--- config.mk ---
export PLATFORM = sky130hd
export DESIGN_NAME = ddr_frame_reader
export DESIGN_NICKNAME = d
export VERILOG_FILES = /design/src/rtl/ddr_frame_reader_pkg.sv /design/src/rtl/frame_reader_fifo.sv /design/src/rtl/ddr_frame_reader.sv
export SDC_FILE = /design/constraint.sdc
export NUM_CORES = 1
export LEC_CHECK = 0
export BUFFER_PORTS_ARGS = -buffer_cell sky130_fd_sc_hd__buf_2
export CAP_MARGIN = 20
export CORE_MARGIN = 2
export CORE_UTILIZATION = 60
export DETAILED_ROUTE_END_ITERATION = 7
export GPL_ROUTABILITY_DRIVEN = 0
export PLACE_DENSITY = 0.85
export SYNTH_ARGS = -nofsm -noshare
export SYNTH_HDL_FRONTEND = slang
export SYNTH_SLANG_ARGS = --single-unit
export TNS_END_PERCENT = 50
--- constraint.sdc ---
create_clock -name clk_in -period 32.6 [get_ports clk_in]
set_clock_uncertainty 0.1 [all_clocks]
set_input_delay 6.52 -clock clk_in [delete_from_list [all_inputs] [get_ports clk_in]]
set_output_delay 6.52 -clock clk_in [all_outputs]
set_load 0.05 [all_outputs]
--- src/rtl/ddr_frame_reader_pkg.sv ---
// Shared types and constants for the DDR frame reader: FSM encoding and chunk size.
// The optional DDR_FRAME_READER_LOOP_EN build is handled in the top module.
package ddr_frame_reader_pkg;

  localparam int CHUNK_BYTES = 16;

  typedef enum logic [1:0] {
    IDLE  = 2'd0,
    ISSUE = 2'd1,
    DRAIN = 2'd2
  } state_t;

endpackage

--- src/rtl/frame_reader_fifo.sv ---
// Single-clock synchronous FIFO holding read beats; the head is visible combinationally.
// Writes while full and reads while empty are discarded so occupancy never leaves 0..DEPTH.
module frame_reader_fifo #(
  parameter int DEPTH = 8,
  parameter int WIDTH = 128
) (
  input  logic                     clk_i,
  input  logic                     rst_n_i,
  input  logic                     wr_en_i,
  input  logic [WIDTH-1:0]         wr_data_i,
  input  logic                     rd_en_i,
  output logic [WIDTH-1:0]         rd_data_o,
  output logic                     full_o,
  output logic                     empty_o,
  output logic [$clog2(DEPTH):0]   count_o
);

  localparam int AW = $clog2(DEPTH);
  localparam int CW = AW + 1;

  logic [WIDTH-1:0] mem_q [DEPTH];
  logic [AW-1:0]    wr_ptr_q, wr_ptr_d;
  logic [AW-1:0]    rd_ptr_q, rd_ptr_d;
  logic [CW-1:0]    count_q, count_d;
  logic             do_wr;
  logic             do_rd;

  assign full_o    = (count_q == CW'(DEPTH));
  assign empty_o   = (count_q == '0);
  assign count_o   = count_q;
  assign rd_data_o = mem_q[rd_ptr_q];
  assign do_wr     = wr_en_i & ~full_o;
  assign do_rd     = rd_en_i & ~empty_o;

  always_comb begin
    wr_ptr_d = wr_ptr_q;
    rd_ptr_d = rd_ptr_q;
    count_d  = count_q;
    if (do_wr) wr_ptr_d = wr_ptr_q + AW'(1);
    if (do_rd) rd_ptr_d = rd_ptr_q + AW'(1);
    if (do_wr && !do_rd) count_d = count_q + CW'(1);
    else if (!do_wr && do_rd) count_d = count_q - CW'(1);
  end

  always_ff @(posedge clk_i or negedge rst_n_i) begin
    if (!rst_n_i) begin
      wr_ptr_q <= '0;
      rd_ptr_q <= '0;
      count_q  <= '0;
    end else begin
      wr_ptr_q <= wr_ptr_d;
      rd_ptr_q <= rd_ptr_d;
      count_q  <= count_d;
    end
  end

  // Storage has no reset; the top masks the head while the FIFO is empty.
  always_ff @(posedge clk_i) begin
    if (do_wr) mem_q[wr_ptr_q] <= wr_data_i;
  end

endmodule

--- src/rtl/ddr_frame_reader.sv ---
// Reads a frame of 16-byte chunks over AXI (single-beat bursts) and streams them out in order.
// Define DDR_FRAME_READER_LOOP_EN to replay the latched frame continuously until reset.
//
// Handshakes: a transfer happens on a rising edge where valid && ready; a raised
// valid (and its payload) holds until that transfer; ready may change freely.
module ddr_frame_reader
  import ddr_frame_reader_pkg::*;
#(
  parameter int ADDR_WIDTH = 27,
  parameter int DATA_WIDTH = 128,
  parameter int CNT_WIDTH  = 20,
  parameter int FIFO_DEPTH = 8
) (
  input  logic                  clk_in,
  input  logic                  rst_n_in,
  input  logic                  start_in,
  input  logic [ADDR_WIDTH-1:0] base_addr_in,
  input  logic [CNT_WIDTH-1:0]  num_chunks_in,
  output logic                  busy_out,
  output logic                  done_out,
  output logic                  err_out,
  output logic [1:0]            dbg_state_out,
  output logic                  m_axi_arvalid,
  input  logic                  m_axi_arready,
  output logic [ADDR_WIDTH-1:0] m_axi_araddr,
  input  logic                  m_axi_rvalid,
  output logic                  m_axi_rready,
  input  logic [DATA_WIDTH-1:0] m_axi_rdata,
  input  logic [1:0]            m_axi_rresp,
  output logic                  m_axis_tvalid,
  input  logic                  m_axis_tready,
  output logic [DATA_WIDTH-1:0] m_axis_tdata,
  output logic                  m_axis_tlast
);

  localparam int PW = $clog2(FIFO_DEPTH) + 1;
  localparam int SW = PW + 1;

  state_t                state_q, state_d;
  logic                  arvalid_q, arvalid_d;
  logic [ADDR_WIDTH-1:0] araddr_q, araddr_d;
  logic [CNT_WIDTH-1:0]  num_q, num_d;
  logic [CNT_WIDTH-1:0]  ar_cnt_q, ar_cnt_d;
  logic [CNT_WIDTH-1:0]  out_cnt_q, out_cnt_d;
  logic [PW-1:0]         inflight_q, inflight_d;
  logic                  done_q, done_d;
  logic                  err_q, err_d;
`ifdef DDR_FRAME_READER_LOOP_EN
  logic [ADDR_WIDTH-1:0] base_q, base_d;
`endif

  logic                  fifo_full;
  logic                  fifo_empty;
  logic [PW-1:0]         fifo_count;
  logic [DATA_WIDTH-1:0] fifo_head;
  logic                  ar_hs;
  logic                  r_hs;
  logic                  pop;
  logic                  last_beat;
  logic [SW-1:0]         budget_next;

  frame_reader_fifo #(
    .DEPTH (FIFO_DEPTH),
    .WIDTH (DATA_WIDTH)
  ) u_fifo (
    .clk_i     (clk_in),
    .rst_n_i   (rst_n_in),
    .wr_en_i   (r_hs),
    .wr_data_i (m_axi_rdata),
    .rd_en_i   (pop),
    .rd_data_o (fifo_head),
    .full_o    (fifo_full),
    .empty_o   (fifo_empty),
    .count_o   (fifo_count)
  );

  // rready is held low during reset even though the reset FIFO is not full.
  assign m_axi_rready  = rst_n_in & ~fifo_full;
  assign r_hs          = m_axi_rvalid & m_axi_rready;
  assign m_axis_tvalid = ~fifo_empty;
  assign m_axis_tdata  = fifo_empty ? '0 : fifo_head;
  assign last_beat     = (state_q != IDLE) && (out_cnt_q == num_q - CNT_WIDTH'(1));
  assign m_axis_tlast  = m_axis_tvalid & last_beat;
  assign pop           = m_axis_tvalid & m_axis_tready;
  assign ar_hs         = arvalid_q & m_axi_arready;
  assign m_axi_arvalid = arvalid_q;
  assign m_axi_araddr  = araddr_q;
  assign busy_out      = (state_q != IDLE);
  assign done_out      = done_q;
  assign err_out       = err_q;
  assign dbg_state_out = state_q;

  // Reads in flight plus FIFO occupancy after this edge; this sum bounds new ARs.
  assign budget_next = SW'(inflight_q) + SW'(fifo_count) + SW'(ar_hs) - SW'(pop);

  always_comb begin
    inflight_d = inflight_q;
    if (ar_hs && !r_hs) inflight_d = inflight_q + PW'(1);
    else if (!ar_hs && r_hs && inflight_q != '0) inflight_d = inflight_q - PW'(1);
  end

  always_comb begin
    state_d   = state_q;
    arvalid_d = arvalid_q;
    araddr_d  = araddr_q;
    num_d     = num_q;
    ar_cnt_d  = ar_cnt_q;
    out_cnt_d = pop ? out_cnt_q + CNT_WIDTH'(1) : out_cnt_q;
    done_d    = 1'b0;
    err_d     = err_q | (r_hs & (m_axi_rresp != 2'b00));
`ifdef DDR_FRAME_READER_LOOP_EN
    base_d    = base_q;
`endif
    case (state_q)
      IDLE: begin
        if (start_in) begin
          if (num_chunks_in != '0) begin
            state_d   = ISSUE;
            num_d     = num_chunks_in;
            araddr_d  = base_addr_in;
            ar_cnt_d  = '0;
            out_cnt_d = '0;
`ifdef DDR_FRAME_READER_LOOP_EN
            base_d    = base_addr_in;
`endif
          end else begin
            done_d = 1'b1;
          end
        end
      end
      ISSUE: begin
        if (ar_hs) begin
          ar_cnt_d = ar_cnt_q + CNT_WIDTH'(1);
          araddr_d = araddr_q + ADDR_WIDTH'(CHUNK_BYTES);
        end
        if (ar_hs && (ar_cnt_q == num_q - CNT_WIDTH'(1))) begin
          state_d   = DRAIN;
          arvalid_d = 1'b0;
        end else if (!arvalid_q || ar_hs) begin
          arvalid_d = (budget_next < SW'(FIFO_DEPTH));
        end
      end
      DRAIN: begin
        if (pop && m_axis_tlast) begin
          done_d = 1'b1;
`ifdef DDR_FRAME_READER_LOOP_EN
          state_d   = ISSUE;
          araddr_d  = base_q;
          ar_cnt_d  = '0;
          out_cnt_d = '0;
`else
          state_d   = IDLE;
`endif
        end
      end
      default: state_d = IDLE;
    endcase
  end

  always_ff @(posedge clk_in or negedge rst_n_in) begin
    if (!rst_n_in) begin
      state_q    <= IDLE;
      arvalid_q  <= 1'b0;
      araddr_q   <= '0;
      num_q      <= '0;
      ar_cnt_q   <= '0;
      out_cnt_q  <= '0;
      inflight_q <= '0;
      done_q     <= 1'b0;
      err_q      <= 1'b0;
`ifdef DDR_FRAME_READER_LOOP_EN
      base_q     <= '0;
`endif
    end else begin
      state_q    <= state_d;
      arvalid_q  <= arvalid_d;
      araddr_q   <= araddr_d;
      num_q      <= num_d;
      ar_cnt_q   <= ar_cnt_d;
      out_cnt_q  <= out_cnt_d;
      inflight_q <= inflight_d;
      done_q     <= done_d;
      err_q      <= err_d;
`ifdef DDR_FRAME_READER_LOOP_EN
      base_q     <= base_d;
`endif
    end
  end

endmodule

Word level (Yosys, flattened, before mapping)
Memories as Yosys holds them, arrays and structs flattened.
Index checks and enable logic that the tools add are counted.
W data, S select, Z words.
{"block": "totals", "register_bits": 106, "ramBits": 1024, "input_bits": 183, "memories": 1}
{"block": "op_classes", "add_sub_neg": 13, "magnitude_cmp": 1, "eq_ne": 10, "mux": 30, "n_bitwise": 11, "n_reduce_logical": 28}
{"name": "u_fifo.mem_q", "depth": 8, "width": 128, "read_ports": 1, "rd_clocked_by_memory_dff": 0, "write_ports": 1, "line": "frame_reader_fifo.sv:21", "text": "logic [WIDTH-1:0] mem_q [DEPTH];"}
{"operator": "$mux W20", "n": 7}
{"operator": "$mux W128", "n": 1}
{"operator": "$mux W27", "n": 3}
{"operator": "$pmux W27 S2", "n": 1}
{"operator": "$add A20 B1 Y20 const B", "n": 2}
{"operator": "$eq A20 B20 Y1", "n": 2}
{"operator": "$pmux W20 S2", "n": 1}
{"operator": "$add A27 B5 Y27 const B", "n": 1}
{"operator": "$reduce_bool A20 Y1", "n": 1}
{"operator": "$sub A20 B1 Y20 const B", "n": 1}
{"operator": "$mux W4", "n": 4}
{"operator": "$reduce_bool A2 Y1", "n": 6}
{"operator": "$ne A2 B2 Y1 const B", "n": 5}
{"operator": "$add A4 B1 Y4 const B", "n": 2}
{"operator": "$and A1 B1 Y1", "n": 8}
{"operator": "$logic_and A1 B1 Y1", "n": 8}
{"operator": "$mux W2", "n": 4}
{"operator": "$reduce_and A4 Y1", "n": 2}
{"operator": "$sub A4 B1 Y4 const B", "n": 2}
{"operator": "$mux W1", "n": 7}
{"operator": "$add A3 B1 Y3 const B", "n": 2}
{"operator": "$pmux W2 S3", "n": 1}
{"operator": "$add A4 B4 Y5", "n": 1}
{"operator": "$add A5 B1 Y5", "n": 1}
{"operator": "15 further kinds", "n": 20}

Logic depth before layout (Yosys ltp)
{"block": "depth", "ltp_word": 9, "mapped_depth": 14, "depth_no_buf": 14}

Hierarchy
Synthesis repeated with hierarchy kept, for this count alone.
{"block": "hier_totals", "hier_cells": 2412, "hier_area_um2": 46241.8}
{"mod": "frame_reader_fifo", "n_inst": 1, "cells_each": 1544, "area_per_inst_um2": 39070.0, "seq_area_each_um2": 30999.7}
{"mod": "ddr_frame_reader", "n_inst": 1, "cells_each": 868, "area_per_inst_um2": 7171.9, "seq_area_each_um2": 2402.3}

Worst setup path after synthesis
No wires, ideal clock.
{"block": "synth_timing", "path_kind": "input to register", "startpoint": "input rst_n_in", "endpoint": "memory u_fifo.mem_q[4][0] (enable)", "setup_ps": 974, "t_arrival_ps": 20388, "required_ps": 31526, "setup_slack_ps": 11138, "cell_stages": 3, "n_path_buf": 0, "cell_sequence": "o41a_1 > nand2_1 > nor4b_1"}
{"block": "synth_between", "elab_chain_len": 5}
{"item": "start: declaration", "line": "ddr_frame_reader.sv:15", "text": "input logic rst_n_in,"}
{"item": "$and A1 B1 Y1", "line": "ddr_frame_reader.sv:78", "text": "assign m_axi_rready = rst_n_in & ~fifo_full;"}
{"item": "$and A1 B1 Y1", "line": "ddr_frame_reader.sv:79", "text": "assign r_hs = m_axi_rvalid & m_axi_rready;"}
{"item": "$and A1 B1 Y1", "line": "frame_reader_fifo.sv:32", "text": "assign do_wr = wr_en_i & ~full_o;"}
{"item": "$mux W1", "line": "frame_reader_fifo.sv:59", "text": "if (do_wr) mem_q[wr_ptr_q] <= wr_data_i;"}
{"item": "$mux W1 (not written as such)", "line": "frame_reader_fifo.sv:59"}
{"item": "end: declaration", "line": "frame_reader_fifo.sv:21"}
No other way between the ends.

Worst setup path in the final report
{"block": "layout_timing", "startpoint": "input rst_n_in", "endpoint": "output m_axi_rready"}
{"block": "layout_between", "elab_chain_len": 1}
{"item": "$and A1 B1 Y1", "line": "ddr_frame_reader.sv:78"}
{"item": "end: declaration", "line": "ddr_frame_reader.sv:27", "text": "output logic m_axi_rready,"}
No other way between the ends.

==> metrics.yaml <==
sta:
  finalSetupViolations: 0
  rsz0062_at_grt: "no"
  fin_crit_ns: 14.14
  fin_setup_tns_ns: 0
  min_period_over_period: 0.434
  hold_violations: 0
  max_freq_mhz: 70.7
  slew_headroom: 0.284
  tightest_slew_ns: 1.07
  hold_slack_ns: 0.401
  slew_viol_final: 0
worst_setup_path:
  crit_type: "input port to output port"
  startpoint_type: "input port"
  cp.arrival_ns: 7.52
  critPathMaxFanout: 37
  crit_slowest_cell: "buf_4"
  worst_setup_path_end_kind: "output port"
  crit_path_cell_trace: "buf_4 -> o41a_1 -> buf_2"
  cp_data_required_time_ns: 25.98
  slowest_delay_ns: 0.38
cells_and_area:
  final_core_util: 0.693
  nets: 2955
  post_route_cells_drive_above_1_share: 0.295
  area_growth_syn_to_layout_pct: 14.0
cts:
  cts-buffers-inserted: 110
  clockBufferDepth: 3
  cts_tree: "built"
  post_cts_resize_count: 0
  clock_sinks: 1130
  hold_buffers: 0
  clk_latency_ns: 0.67
  clk_pin_slew_ns: 0.06
  htreeDepth: 3
  cts_setup_buffers: 0
  cts-root-buf: "clkbuf_16"
detailed_routing:
  dr.first_iter.drc_count: 2329
  drt-total-wl_um: 102000
  vias_per_cell: 6.36
  vias: 24300
  drc_errors: 0
  wire_per_inst_um: 26.7
  ant_nets: 0
  first_pass_iters: 7
placed_design:
  hpwlAfterDp_um: 54900
  portBuffers: 346
synth:
  synthArstFlopShare: 0.0938
  syn_area_mm2: 0.0454
  synth_edf_count: 1024
  yosys_most_used_dff: "edfxtp_1"
  yosys_register_bits: 1130
  synth_warnings: 0
  yosysSeqAreaShare: 0.736
  avgSynthCellArea_um2: 19.0
  synth_area_leaders: "edfxtp_1, mux4_2, dfrtp_1, mux2i_1, nor2_1"
  yosys.area.top_type: "edfxtp_1"
  synth_top_area_share: 0.678
  synth_cell_types: 71
  syn_nets: 2588
  syn_inst: 2384
worst_hold_path:
  min_path_type: "flop to flop"
global_route:
  grt_usage: 0.266
  grt.overflow.total: 0
  grt_pass1_wl_um: 154000
  antenna_found_initial: 25
  grt_pass1_vias: 25200
  grt_max_degree: 149
die:
  start_util: 0.607
  coreArea_mm2: 0.0747
  die_h_um: 279
  die-area_mm2: 0.0778
  ioPinCount: 347
  die_w_um: 279
  std_cell_rows: 100
power:
  powerDensity_mw_per_mm2: 89.7
  irDropWorstVdd_mv: 0.104
  p_leak_nw: 18.1
  power_mw: 4.64
status:
  outcome: "complete, no violations"
job:
  max_cap_viol_count: 0
==> layer usage <==
metal | vias to the layer above | track usage | share of wire
met1 | 12600 | 0.342 | 0.37
met3 | 238 | 0.0626 | 0.084
met2 | 1214 | 0.448 | 0.51
met4 | 26 | 0.0976 | 0.034
li1 | 10300 | - | -
met5 | - | 0 | 0.0016
==> through the flow <==
stage                     area, µm²  setup WS, ns  cells
after floorplan               45400         11.14   2384
after global placement        48200         18.48   3607
after detailed placement      48200         18.45   3607
after CTS                     51700         18.44   3810
after global routing          51700         18.36   3820
final                         51700         18.46   3825
==> worst paths after layout <==
kind                                   start            endpoint  slack, ns  cells past startpoint
setup / recovery                    rst_n_in        m_axi_rready      18.46                      3
hold / removal               m_axi_araddr[2]     m_axi_araddr[2]       0.40                      1
setup reg to reg           u_fifo.count_o[0]       m_axi_arvalid      28.53                     15
hold reg to reg              m_axi_araddr[2]     m_axi_araddr[2]       0.40                      1
max in group asynchronous           rst_n_in  u_fifo.rd_ptr_q[1]      25.32                      2
min in group asynchronous           rst_n_in            num_q[8]       5.72                      1
==> state kept, by name, summed over array words and instances, names as in the netlist <==
name	count
u_fifo.rd_ptr_q	3
ar_cnt_q	20
m_axi_araddr	27
inflight_q	4
u_fifo.count_o	4
dbg_state_out	2
done_out	1
u_fifo.mem_q	1024
err_out	1
num_q	20
m_axi_arvalid	1
out_cnt_q	20
u_fifo.wr_ptr_q	3
==> cell usage in the layout, fill, tap and decap left out, types with 20 or more instances in the layout <==
cell	n
buf_2	345
dfrtp_1	103
inv_1	27
mux4_2	256
nand3_1	35
xor2_1	39
nor2_1	192
a21oi_1	51
clkinv_2	20
clkinv_1	31
buf_4	33
edfxtp_1	1024
xnor2_1	40
nand2_1	82
clkbuf_1	22
mux2i_1	132
clkbuf_16	112
o21ai_0	53
==> area by class of cell <==
cell class | count | area, µm²
antenna | 14 | 35.0
clock buffer | 139 | 2950
sequential | 1130 | 33400
tap | 969 | 1210
inverter | 29 | 109
clock inverter | 64 | 542
fill | 4451 | 23000
multi-input combinational | 1098 | 11400
timing repair buffer | 382 | 2050
==> worst max-delay path, delay by kind of cell <==
family / cells / cell delay (ns)
AOI/OAI and AO/OA: 1 / 0.30
buffers and inverters: 2 / 0.67
==> power by group <==
| group | switching [mW] | internal [mW] | total (mW) | leakage, nW |
|---|---|---|---|---|
| Clock | 0.532 | 0.689 | 1.22 | 1.70 |
| Sequential | 0.0918 | 1.70 | 1.79 | 10.6 |
| Combinational | 1.09 | 0.542 | 1.63 | 5.74 |
| Total | 1.71 | 2.93 | 4.64 | 18.1 |
==> cells in the mapped netlist (all sizes together) (3+ instances only) <==
master and number:
nand4 15, edfxtp 1024, mux4 256, or3 12, nor3b 5, nor2 193
ha 19, o2111ai 3, nor4 22, a31oi 4, o2bb2ai 3, a22oi 3
and4 4, nor3 14, xnor2 40, and2 4, nand2b 5, o22ai 7
inv 28, nand3b 6, o21ai 57, a21o 5, or4 6, clkbuf 76
dfrtp 106, and3 12, a21oi 51, o32ai 4, mux2 19, buf 51
nor4b 4, mux2i 132, xor2 39, nand3 35, nand2 83, o211ai 3
a32oi 3
==> kinds of logic after synthesis <==
kind of cell    Yosys count  share of synthesized area
flops                  1130                      0.736
simple gates            428                     0.0450
mux                     407                      0.161
compound gates          160                     0.0215
buf+inv                 156                     0.0135
xor+xnor                 82                     0.0168
fa+ha+maj                21                    0.00612
(Power assumes the default switching activity.)
